**config.mk**
```make
export PLATFORM = sky130hd
export DESIGN_NAME = apb_cmd_master
export DESIGN_NICKNAME = d
export VERILOG_FILES = /design/src/rtl/apb_pkg.sv /design/src/rtl/apb_timeout_cnt.sv /design/src/rtl/apb_cmd_master.sv
export SDC_FILE = /design/constraint.sdc
export NUM_CORES = 1
export LEC_CHECK = 0
export BUFFER_PORTS_ARGS = -buffer_cell sky130_fd_sc_hd__buf_2
export CAP_MARGIN = 25
export CORE_AREA = 5 5 96 98
export CTS_BUF_LIST = sky130_fd_sc_hd__clkbuf_8
export CTS_CLUSTER_DIAMETER = 150
export DETAILED_ROUTE_END_ITERATION = 12
export DIE_AREA = 0 0 101 103
export PLACE_DENSITY_LB_ADDON = 0.05
export SETUP_SLACK_MARGIN = 0.15
export SKIP_CTS_REPAIR_TIMING = 1
export SLEW_MARGIN = 20
export SYNTH_ARGS = -nofsm -noshare
export SYNTH_HDL_FRONTEND = slang
export SYNTH_HIERARCHICAL = 1
export SYNTH_SLANG_ARGS = --single-unit
```
**constraint.sdc**
```tcl
create_clock -name clk -period 1.8 [get_ports clk]
set_input_delay 0.18 -clock clk [delete_from_list [all_inputs] [get_ports clk]]
set_output_delay 0.18 -clock clk [all_outputs]
set_load 0.05 [all_outputs]
```
**src/rtl/apb_pkg.sv**
```systemverilog
// Shared definitions for the APB command master: FSM state encoding,
// default bus widths and the register map of the interconnect config/status
// block that this master normally talks to.
package apb_pkg;

    localparam int APB_ADDR_W         = 32;
    localparam int APB_DATA_W         = 32;
    localparam int APB_TIMEOUT_CYCLES = 16;

    // Config/status block base and register offsets
    localparam logic [31:0] APB_BASE   = 32'h5000_0000;
    localparam logic [7:0]  DECODE_ERR = 8'h00;
    localparam logic [7:0]  AW_SID     = 8'h04;
    localparam logic [7:0]  AR_SID     = 8'h08;
    localparam logic [7:0]  AW_CNT     = 8'h0C;
    localparam logic [7:0]  AR_CNT     = 8'h10;

    typedef enum logic [1:0] {
        ST_IDLE   = 2'd0,
        ST_SETUP  = 2'd1,
        ST_ACCESS = 2'd2,
        ST_RESP   = 2'd3
    } apb_state_e;

endpackage : apb_pkg

```
**src/rtl/apb_timeout_cnt.sv**
```systemverilog
// ACCESS-phase watchdog for the APB command master. Counts ACCESS cycles;
// 'expired' is high during the LIMIT-th ACCESS cycle of a transfer.
// Only instantiated when APB_TIMEOUT_EN is defined.
module apb_timeout_cnt #(
    parameter int LIMIT = 16
) (
    input  logic clk,
    input  logic rst_n,
    input  logic load,
    input  logic en,
    output logic expired
);

    localparam int CNT_W = $clog2(LIMIT + 1);

    logic [CNT_W-1:0] cnt_r;

    assign expired = (cnt_r == CNT_W'(LIMIT - 1));

    // Cycle counter: cleared on load, advances per enabled cycle, saturates at expiry
    always_ff @(posedge clk) begin
        if (!rst_n) begin
            cnt_r <= {CNT_W{1'b0}};
        end else if (load) begin
            cnt_r <= {CNT_W{1'b0}};
        end else if (en && !expired) begin
            cnt_r <= cnt_r + CNT_W'(1);
        end else begin
            cnt_r <= cnt_r;
        end
    end

endmodule : apb_timeout_cnt

```
**src/rtl/apb_cmd_master.sv**
```systemverilog
// APB requester: converts a valid/ready command stream into single APB
// transfers (one outstanding) and returns read data / error on a
// valid/ready response stream. Handles pready wait states and pslverr.
// Optional: APB_TIMEOUT_EN adds an ACCESS-phase watchdog that forces an
// error completion after TIMEOUT_CYCLES cycles without pready.
module apb_cmd_master
    import apb_pkg::*;
#(
    parameter int ADDR_W         = APB_ADDR_W,
    parameter int DATA_W         = APB_DATA_W,
    parameter int TIMEOUT_CYCLES = APB_TIMEOUT_CYCLES
) (
    input  logic              clk,
    input  logic              rst_n,
    input  logic              cmd_valid,
    output logic              cmd_ready,
    input  logic              cmd_write,
    input  logic [ADDR_W-1:0] cmd_addr,
    input  logic [DATA_W-1:0] cmd_wdata,
    output logic              rsp_valid,
    input  logic              rsp_ready,
    output logic [DATA_W-1:0] rsp_rdata,
    output logic              rsp_err,
    output logic              psel,
    output logic              penable,
    output logic              pwrite,
    output logic [ADDR_W-1:0] paddr,
    output logic [DATA_W-1:0] pwdata,
    input  logic [DATA_W-1:0] prdata,
    input  logic              pready,
    input  logic              pslverr
);

    localparam logic [ADDR_W-1:0] WORD_MASK = {{(ADDR_W-2){1'b1}}, 2'b00};

    apb_state_e        state_r;
    apb_state_e        state_nxt_s;
    logic              accept_s;
    logic              done_s;
    logic              err_s;
    logic [DATA_W-1:0] rdata_s;
    logic              timeout_s;

    logic              psel_r;
    logic              penable_r;
    logic              pwrite_r;
    logic [ADDR_W-1:0] paddr_r;
    logic [DATA_W-1:0] pwdata_r;
    logic              rsp_valid_r;
    logic [DATA_W-1:0] rsp_rdata_r;
    logic              rsp_err_r;

    // Ready only in IDLE and never while reset is asserted
    assign cmd_ready = rst_n && (state_r == ST_IDLE);

`ifdef APB_TIMEOUT_EN
    logic to_en_s;
    logic to_expired_s;

    assign to_en_s   = (state_r == ST_ACCESS);
    assign timeout_s = to_expired_s;

    apb_timeout_cnt #(
        .LIMIT   (TIMEOUT_CYCLES)
    ) u_timeout (
        .clk     (clk),
        .rst_n   (rst_n),
        .load    (accept_s),
        .en      (to_en_s),
        .expired (to_expired_s)
    );
`else
    assign timeout_s = 1'b0;
`endif

    // State register
    always_ff @(posedge clk) begin
        if (!rst_n) begin
            state_r <= ST_IDLE;
        end else begin
            state_r <= state_nxt_s;
        end
    end

    // Next-state logic plus accept/complete strobes and completion result
    always_comb begin
        state_nxt_s = state_r;
        accept_s    = 1'b0;
        done_s      = 1'b0;
        // A completion without pready can only be a watchdog expiry
        err_s       = pready ? pslverr : 1'b1;
        rdata_s     = (pwrite_r || err_s) ? {DATA_W{1'b0}} : prdata;
        case (state_r)
            ST_IDLE: begin
                if (cmd_valid && cmd_ready) begin
                    accept_s    = 1'b1;
                    state_nxt_s = ST_SETUP;
                end else begin
                    state_nxt_s = ST_IDLE;
                end
            end
            ST_SETUP: begin
                state_nxt_s = ST_ACCESS;
            end
            ST_ACCESS: begin
                // pready wins over a simultaneous watchdog expiry via err_s
                if (pready || timeout_s) begin
                    done_s      = 1'b1;
                    state_nxt_s = ST_RESP;
                end else begin
                    state_nxt_s = ST_ACCESS;
                end
            end
            ST_RESP: begin
                if (rsp_ready) begin
                    state_nxt_s = ST_IDLE;
                end else begin
                    state_nxt_s = ST_RESP;
                end
            end
            default: begin
                state_nxt_s = ST_IDLE;
            end
        endcase
    end

    // Registered APB and response outputs; address/data held between transfers
    always_ff @(posedge clk) begin
        if (!rst_n) begin
            psel_r      <= 1'b0;
            penable_r   <= 1'b0;
            pwrite_r    <= 1'b0;
            paddr_r     <= {ADDR_W{1'b0}};
            pwdata_r    <= {DATA_W{1'b0}};
            rsp_valid_r <= 1'b0;
            rsp_rdata_r <= {DATA_W{1'b0}};
            rsp_err_r   <= 1'b0;
        end else begin
            psel_r    <= (state_nxt_s == ST_SETUP) || (state_nxt_s == ST_ACCESS);
            penable_r <= (state_nxt_s == ST_ACCESS);
            if (accept_s) begin
                pwrite_r <= cmd_write;
                paddr_r  <= cmd_addr & WORD_MASK;
                pwdata_r <= cmd_write ? cmd_wdata : {DATA_W{1'b0}};
            end else begin
                pwrite_r <= pwrite_r;
                paddr_r  <= paddr_r;
                pwdata_r <= pwdata_r;
            end
            if (done_s) begin
                rsp_valid_r <= 1'b1;
                rsp_rdata_r <= rdata_s;
                rsp_err_r   <= err_s;
            end else if ((state_r == ST_RESP) && rsp_ready) begin
                rsp_valid_r <= 1'b0;
                rsp_rdata_r <= rsp_rdata_r;
                rsp_err_r   <= rsp_err_r;
            end else begin
                rsp_valid_r <= rsp_valid_r;
                rsp_rdata_r <= rsp_rdata_r;
                rsp_err_r   <= rsp_err_r;
            end
        end
    end

    assign psel      = psel_r;
    assign penable   = penable_r;
    assign pwrite    = pwrite_r;
    assign paddr     = paddr_r;
    assign pwdata    = pwdata_r;
    assign rsp_valid = rsp_valid_r;
    assign rsp_rdata = rsp_rdata_r;
    assign rsp_err   = rsp_err_r;

endmodule : apb_cmd_master

```
==> flow_metrics.py, run 1 <==
metrics = {
    "floorplan": {
        "num_rows": 34,
        "core_sq_um": 8381,
        "initial_core_util_pct": 43.86,
        "die_h_microns": 103,
        "io_pins": 205,
        "die_x_microns": 101,
        "die_area_sq_um": 10400,
    },
    "critical_path": {
        "crit_path_top_delay_cell": "and4bb_4",
        "timing.setup.critical_path_class": "reg2reg",
        "endpoint_kind": "flip-flop",
        "arrival_ns": 1.76,
        "cp-start-kind": "flip-flop",
        "cp.required_ns": 2.07,
        "path_cells": "and4bb_4, buf_12, nand3_1, o21ai_0",
        "max_stage_delay_ns": 0.52,
        "path_buf_inv": 1,
        "cp_top_family": "simple AND/OR/NAND/NOR gates",
        "path_max_fanout": 64,
    },
    "logic_synthesis": {
        "synth_cells": 451,
        "yosysTopAreaCell": "dfxtp_1",
        "synth-simple-area-share_pct": 23.66,
        "ys_types": 27,
        "ys_ff_latch": 101,
        "synth_fa_ha_area_share_pct": 0.3404,
        "yosys-top-cells-count": "nand2_1, dfxtp_1, o21ai_0",
        "syn_area_sq_um": 3676,
        "synth_area_leaders": "dfxtp_1, nand2_1, o21ai_0, nand3_1, buf_2",
        "synth_ff_type": "dfxtp_1",
        "synthMostInstantiatedCell": "nand2_1",
        "ys_seq_area_share_pct": 55.00,
        "avgSynthCellArea_sq_um": 8.151,
        "yosysWarnings": 6,
        "synth_top_family_by_area": "simple AND/OR/NAND/NOR gates",
        "synth_edf_count": 0,
        "async_reset_ff_share_pct": 0,
        "synth_xor_area_share_pct": 0,
        "synth_mux_area_share_pct": 0.2723,
        "synth_top_area_share_pct": 55.00,
        "synth-compound-area-share_pct": 14.30,
    },
    "placement": {
        "io_buffer_count": 200,
        "routabilityCongestion": 0.7091,
        "hpwl_mm": 7.020,
    },
    "timing": {
        "fmax_mhz": 672.0,
        "fin_crit_ns": 1.488,
        "worst_pin_slew_ns": 0.6718,
        "rsz0062_at_grt": "no",
        "finalHoldViolations": 0,
        "finalSetupViolCount": 0,
        "finalSetupTns_ns": 0,
        "finalMaxSlewViolations": 0,
        "fin_crit_sh_pct": 82.67,
        "slew-limit-headroom_pct": 55.21,
        "skew_ns": 0.01176,
    },
    "global_routing": {
        "grt_pass1_wl_mm": 15.13,
        "grt_usage_pct": 18.10,
        "grt_pass1_vias": 3199,
        "overflow": 0,
        "antenna_found_initial": 1,
        "grt_max_degree": 67,
    },
    "job": {
        "max_cap_viol_count": 0,
    },
    "clocking": {
        "cts_buffer_depth": 2,
        "insertion_delay_ns": 0.35,
        "cts_tree": "done",
        "clk_pin_slew_ns": 0.10,
        "root_buffer": "clkbuf_8",
        "cts_sinks": 101,
        "htreeDepth": 3,
        "cts_buffers": 9,
    },
    "cells_and_area": {
        "area_growth_pct": 33.12,
        "drive_gt1_share_pct": 35.82,
        "final_net_count": 730,
        "post-route-util_pct": 58.39,
    },
    "detailed_routing": {
        "drtAntennaViolNets": 0,
        "drt-total-wl_mm": 9.800,
        "drt_iter0_drc": 102,
        "drcViolationCount": 0,
        "wl_per_cell_microns": 13.23,
        "dr.pass1.iters": 4,
        "num_vias": 3510,
        "drt-vias-per-instance": 4.737,
    },
    "pwr": {
        "power.leakage_uw": 0.002259,
        "powerDensity_nw_per_um2": 995.9,
        "peakVddDrop_uv": 361.7,
    },
    "status": {
        "status": "completed",
    },
    "worst_hold_path": {
        "hp-class": "in2reg",
    },
}
==> sequential cells by signal (all words and copies together) (netlist names) <==
signal / flops
paddr: 30
penable: 1
psel: 1
pwdata: 32
pwrite: 1
rsp_err: 1
rsp_rdata: 32
rsp_valid: 1
state_r: 2
==> layout by cell type (no fill, tap or decap), types with 2 or more instances in the layout <==
master    instances
buf_2           199
nand2_1         127
dfxtp_1         101
o21ai_0          87
nand3_1          66
clkbuf_8         10
o21ai_1           9
buf_4             4
buf_12            3
diode_2           2
o21a_1            2
inv_1             2
and2_1            2
conb_1            2
clkinv_4          2
==> metrics by stage <==
step           cell area [sq um]  cells  total power, uW  worst slack [ns]  hold WS [ns]
6_report                    4893    741             4874            0.3120       0.01925
3_5_place_dp                4687    723             3498            0.3283        0.3798
2_1_floorplan               3685    452             3210            0.2827        0.2886
5_1_grt                     4891    740             5117            0.1816      0.006234
3_3_place_gp                4687    723             3482            0.3782        0.3728
4_1_cts                     4888    739             4944            0.3036     -0.003162
==> routing by layer <==
| metal | vias up | global-route usage, % | routed length (microns) |
|---|---|---|---|
| li1 | 1847 | - | - |
| met1 | 1527 | 23.12 | 4162 |
| met2 | 126 | 28.61 | 4488 |
| met3 | 10 | 5.683 | 1011 |
| met4 | 0 | 7.260 | 137 |
| met5 | - | 0 | 0 |
==> where the power goes <==
| group | switching, uW | internal [uW] |
|---|---|---|
| Combinational | 740 | 265 |
| Clock | 759 | 679 |
| Sequential | 66.2 | 2360 |
==> worst paths after layout <==
kind           startpoint    endpoint  slack (ns)  depth (start not counted)
min          cmd_addr[28]   paddr[28]        0.02                          3
max            state_r[0]  pwdata[31]        0.31                          4
max reg2reg    state_r[0]  pwdata[31]        0.31                          4
min reg2reg     paddr[20]   paddr[20]        0.45                          2
==> tightest hold or removal path, cell delays in order <==
cell and delay [ns]:
buf_2 0.07, nand2_1 0.03, o21ai_0 0.05
==> cells by family (layout without fill, tap and decap cells) <==
| kind of cell | count (synthesis) | after routing |
|---|---|---|
| fa+ha+maj | 1 | 1 |
| flops | 101 | 101 |
| mux | 1 | 1 |
| buf+inv | 44 | 223 |
| other cells | 1 | 4 |
| simple gates | 201 | 201 |
| compound gates | 102 | 102 |
==> layout make-up <==
type | instances | area (sq um)
diodes | 2 | 5.005
inverters | 1 | 3.754
repair buffers | 206 | 1086
well taps | 108 | 135.1
fillers | 823 | 3487
clock inverters | 6 | 63.81
flip-flops and latches | 101 | 2022
multi-input cells | 307 | 1440
clock buffers | 10 | 137.6
(Power assumes the default switching activity.)
==> run 2: changes to the inputs <==
==> constraint.sdc (replaced) <==
create_clock -name clk -period 1.4 [get_ports clk]
set_input_delay 0.14 -clock clk [delete_from_list [all_inputs] [get_ports clk]]
set_output_delay 0.14 -clock clk [all_outputs]
set_load 0.05 [all_outputs]
==> run 2 against run 1 <==
Compared with the run above:
- the flow now finishes with violations (negative hold slack)
- global-route usage fell by 0.28 points
- flip-flop and latch count unchanged
- clock-buffer cell count is 2 higher
- first-iteration DRC count is 13% higher
- design area up 11%
- non-clock buffer count rose by 35
- sequential power grew 28%
- critical path depth stayed put
- routed wire length increased by 17%
- critical endpoint is now psel
- highest routed layer unchanged
==> flow_metrics.py, run 2 (same netlist as run 1, synthesis figures left out) <==
metrics = {
    "clocking": {
        "htreeDepth": 3,
        "cts_sinks": 101,
        "clk_pin_slew_ns": 0.10,
        "cts_buffers": 9,
        "root_buffer": "clkbuf_8",
        "cts_buffer_depth": 2,
        "insertion_delay_ns": 0.35,
        "cts_tree": "done",
    },
    "floorplan": {
        "initial_core_util_pct": 43.86,
        "die_h_microns": 103,
        "die_area_sq_um": 10400,
        "die_x_microns": 101,
        "core_sq_um": 8381,
        "num_rows": 34,
        "io_pins": 205,
    },
    "critical_path": {
        "cp.required_ns": 1.70,
        "reg2reg_slack_ns": 0.08,
        "arrival_ns": 1.62,
        "path_max_fanout": 8,
        "reg2regPathDepth": 4,
        "endpoint_kind": "flip-flop",
        "timing.setup.critical_path_class": "reg2reg",
        "reg2reg_from": "state_r[0]",
        "rr_endpoint": "psel",
        "cp-start-kind": "flip-flop",
    },
    "detailed_routing": {
        "drt_iter0_drc": 115,
        "wl_per_cell_microns": 14.78,
        "dr.pass1.iters": 4,
        "drt-total-wl_mm": 11.45,
        "drcViolationCount": 0,
        "num_vias": 3736,
        "drtAntennaViolNets": 0,
        "drt-vias-per-instance": 4.821,
    },
    "timing": {
        "fin_crit_sh_pct": 94.10,
        "finalMaxSlewViolations": 0,
        "fin_crit_ns": 1.317,
        "fmax_mhz": 759.1,
        "finalSetupViolCount": 0,
        "finalHoldViolations": 6,
        "rsz0062_at_grt": "yes",
        "holdWs_ns": -0.02491,
        "skew_ns": 0.01031,
        "finalSetupTns_ns": 0,
    },
    "global_routing": {
        "grt_usage_pct": 17.82,
        "overflow": 0,
        "antenna_found_initial": 0,
        "grt_pass1_vias": 3121,
        "grt_pass1_wl_mm": 14.90,
        "grt_max_degree": 67,
    },
    "worst_hold_path": {
        "whs_path_depth": 3,
        "hp-class": "in2reg",
        "min_to": "paddr[7]",
        "hold_start": "cmd_addr[7]",
    },
    "cells_and_area": {
        "final_common_cell": "buf_2",
        "final_net_count": 766,
        "stdcell_count": 775,
        "layout_common_cells": "buf_2, nand2_1, dfxtp_1",
        "finalInstanceArea_sq_um": 5426,
        "post-route-util_pct": 64.75,
        "area_growth_pct": 47.62,
        "nFillCells": 747,
        "diodes": 0,
        "drive_gt1_share_pct": 36.88,
    },
    "pwr": {
        "peakVddDrop_uv": 439.5,
        "report.power.total_uw": 6447,
        "power.leakage_uw": 0.002482,
        "powerDensity_nw_per_um2": 1188,
    },
    "placement": {
        "placed_cells": 725,
        "io_buffer_count": 200,
        "hpwl_mm": 6.951,
        "routabilityCongestion": 0.7403,
        "placed_cell_area_sq_um": 4727,
    },
    "job": {
        "max_cap_viol_count": 0,
    },
    "status": {
        "status": "complete, but fails checks",
        "violations": "negative hold slack",
    },
}
-- run 2: worst max-delay path by stage --
stage | start | endpoint | slack [ns] | cells past startpoint
floorplan | state_r[1] | penable | -0.12 | 8
global placement | state_r[0] | pwdata[26] | 0.14 | 4
detailed placement | state_r[0] | paddr[18] | 0.1 | 3
CTS | state_r[1] | cmd_ready | -0.03 | 3
global route | state_r[1] | cmd_ready | 0.03 | 3
finish | state_r[0] | psel | 0.08 | 4
-- run 2: layout make-up --
cell class	instances	area, sq um	area share (%)
Timing Repair Buffer	241	1588	29.26
Inverter	1	3.754	0.06917
Clock inverter	4	30.03	0.5534
Clock buffer	12	165.2	3.044
Sequential cell	101	2027	37.35
Multi-Input combinational cell	308	1478	27.23
Tap cell	108	135.1	2.490
-- run 2: worst max-delay path: stages, from the launching register on --
cell and delay [ns]:
dfxtp_4 0.39, and4bb_4 0.46, a21oi_2 0.05, ha_1 0.27, nor2b_1 0.10
-- run 2: through the flow --
step                      setup slack (ns)  hold slack [ns]
final                              0.08261         -0.02491
after global routing               0.03123        -0.001495
after CTS                         -0.02603         -0.04772
after detailed placement           0.09787           0.3410
after global placement              0.1422           0.3325
after floorplan                    -0.1163           0.2486
-- run 2: power breakdown --
group	total, uW	switching (uW)	internal, uW
registers	3120	83.8	3040
clock network	1800	999	801
logic	1520	1030	493
total	6450	2110	4330
-- run 2: metal layers --
metal  part of all wire [%]  vias to the layer above  GRT usage, %
li1                       -                     1925             -
met1                     42                     1674         22.17
met2                     48                      130         28.15
met3                    9.5                        7         7.037
met4                   0.74                        0         6.442
met5                      0                        -             0
==> run 3: changes to the inputs <==
--- a/config.mk
+++ b/config.mk
@@ -12,6 +12,7 @@
 export CTS_CLUSTER_DIAMETER = 150
 export DETAILED_ROUTE_END_ITERATION = 12
 export DIE_AREA = 0 0 101 103
+export GPL_TIMING_DRIVEN = 0
 export PLACE_DENSITY_LB_ADDON = 0.05
 export SETUP_SLACK_MARGIN = 0.15
 export SKIP_CTS_REPAIR_TIMING = 1
==> run 3 against run 2 <==
Compared with the run above:
- the flow finishes with violations (negative hold slack, negative setup slack)
- die area unchanged
- critical path type unchanged
- final cell count increased by 5.7%
- flip-flop and latch count unchanged
- clock skew decreased by 0.0028 ns
- first-iteration DRC count increased by 6.1%
- highest routed layer unchanged
==> flow_metrics.py, run 3 (same netlist as run 1, synthesis figures left out) <==
metrics = {
    "critical_path": {
        "reg2reg_from": "state_r[1]",
        "timing.setup.critical_path_class": "reg2reg",
        "reg2reg_slack_ns": -0.16,
        "arrival_ns": 1.85,
        "endpoint_kind": "flip-flop",
        "cp.required_ns": 1.70,
        "path_max_fanout": 4,
        "rr_endpoint": "psel",
        "reg2regPathDepth": 8,
        "cp-start-kind": "flip-flop",
    },
    "clocking": {
        "cts_tree": "done",
        "htreeDepth": 3,
        "cts_buffer_depth": 2,
        "cts_sinks": 101,
        "cts_buffers": 9,
        "clk_pin_slew_ns": 0.09,
        "root_buffer": "clkbuf_8",
        "insertion_delay_ns": 0.35,
    },
    "status": {
        "violations": "negative hold slack, negative setup slack",
        "status": "complete, but fails checks",
    },
    "global_routing": {
        "grt_pass1_vias": 3492,
        "grtUsageMet3_pct": 6.698,
        "use_met2_pct": 33.16,
        "grt_usage_pct": 20.40,
        "overflow": 0,
        "grt-busiest-layer": "met2",
        "antenna_found_initial": 0,
        "grt_pass1_wl_mm": 16.87,
        "grt_max_degree": 16,
        "gr-usage-met1_pct": 25.48,
    },
    "floorplan": {
        "die_x_microns": 101,
        "io_pins": 205,
        "die_h_microns": 103,
        "die_area_sq_um": 10400,
        "initial_core_util_pct": 43.86,
        "num_rows": 34,
        "core_sq_um": 8381,
    },
    "timing": {
        "fin_ws_ns": -0.1569,
        "finalMaxSlewViolations": 0,
        "fin_crit_ns": 1.557,
        "rsz0062_at_grt": "yes",
        "finalSetupTns_ns": -1.625,
        "fin_crit_sh_pct": 111.2,
        "finalSetupViolCount": 38,
        "holdWs_ns": -0.009681,
        "worst_pin_slew_ns": 0.7221,
        "slew-limit-headroom_pct": 51.86,
        "finalHoldViolations": 4,
        "skew_ns": 0.007496,
        "fmax_mhz": 642.3,
    },
    "cells_and_area": {
        "final_net_count": 810,
        "post-route-util_pct": 72.42,
        "drive_gt1_share_pct": 47.12,
        "stdcell_count": 819,
        "area_growth_pct": 65.11,
        "diodes": 0,
        "final_common_cell": "buf_2",
        "finalInstanceArea_sq_um": 6070,
        "layout_common_cells": "buf_2, nand2_1, dfxtp_1",
    },
    "pwr": {
        "report.power.total_uw": 6823,
        "combPwrFrac_pct": 25.6,
        "power.leakage_uw": 0.002800,
        "p_seq_share_pct": 45.9,
        "peakVddDrop_uv": 530.4,
        "switching_share_pct": 31.75,
        "p_sw_uw": 2166,
        "powerDensity_nw_per_um2": 1124,
        "p_int_uw": 4656,
        "pwr-share-clk_pct": 28.5,
    },
    "worst_hold_path": {
        "min_to": "paddr[17]",
        "hold_start": "cmd_addr[17]",
        "whs_path_depth": 3,
        "hp-class": "in2reg",
    },
    "placement": {
        "placed_cell_area_sq_um": 4811,
        "routabilityCongestion": 0.8129,
        "io_buffer_count": 198,
        "hpwl_mm": 8.362,
        "placed_cells": 758,
    },
    "detailed_routing": {
        "wl_per_cell_microns": 14.95,
        "drt-vias-per-instance": 4.908,
        "drtAntennaViolNets": 0,
        "drcViolationCount": 0,
        "drt-total-wl_mm": 12.25,
        "drt_iter0_drc": 122,
        "dr.pass1.iters": 4,
        "num_vias": 4020,
    },
    "job": {
        "max_cap_viol_count": 0,
    },
}
==> run 3: power by group through the flow <==
| stage | Sequential, uW | Combinational, uW | Clock, uW |
|---|---|---|---|
| 2_1_floorplan | 3750 | 380 | 0 |
| 3_3_place_gp | 3180 | 1350 | 0 |
| 3_5_place_dp | 3190 | 1360 | 0 |
| 4_1_cts | 3120 | 1370 | 1980 |
| 5_1_grt | 3150 | 1860 | 2100 |
| 6_report | 3130 | 1750 | 1940 |
==> run 3: through the flow <==
step                hold slack, ns  worst slack [ns]
floorplan                   0.2486           -0.1163
global placement            0.3340           -0.2717
global route             -0.002654           -0.2093
CTS                       -0.04355           -0.3079
detailed placement          0.3420           -0.2833
finish                   -0.009681           -0.1569
==> run 3: worst max path at each step <==
stage / from / end / slack [ns]
3_5_place_dp: state_r[1] / psel / -0.28
4_1_cts: state_r[1] / psel / -0.31
6_report: state_r[1] / psel / -0.16
3_3_place_gp: state_r[1] / psel / -0.27
5_1_grt: state_r[1] / psel / -0.21
2_1_floorplan: state_r[1] / penable / -0.12
==> run 3: final cells by class <==
class | count | area [sq um]
clock buffers | 9 | 123.9
flip-flops and latches | 101 | 2027
plain buffers | 41 | 354.1
inverters | 1 | 3.754
fillers | 665 | 2311
well taps | 108 | 135.1
clock inverters | 7 | 82.58
multi-input cells | 307 | 1710
repair buffers | 245 | 1633
==> run 3: worst max-delay path, cell delays in order (launching register included) <==
cell,delay [ns]
dfxtp_2,0.34
buf_6,0.11
and4bb_1,0.30
buf_6,0.14
buf_8,0.10
buf_8,0.10
a21oi_2,0.03
ha_1,0.27
nor2b_1,0.11
==> run 3: metal layers <==
layer  vias to the layer above  share of wire [%]
met5                         -                  0
met4                         0                1.6
met3                        18                8.8
met2                       144                 49
met1                      1839                 41
li1                       2019                  -
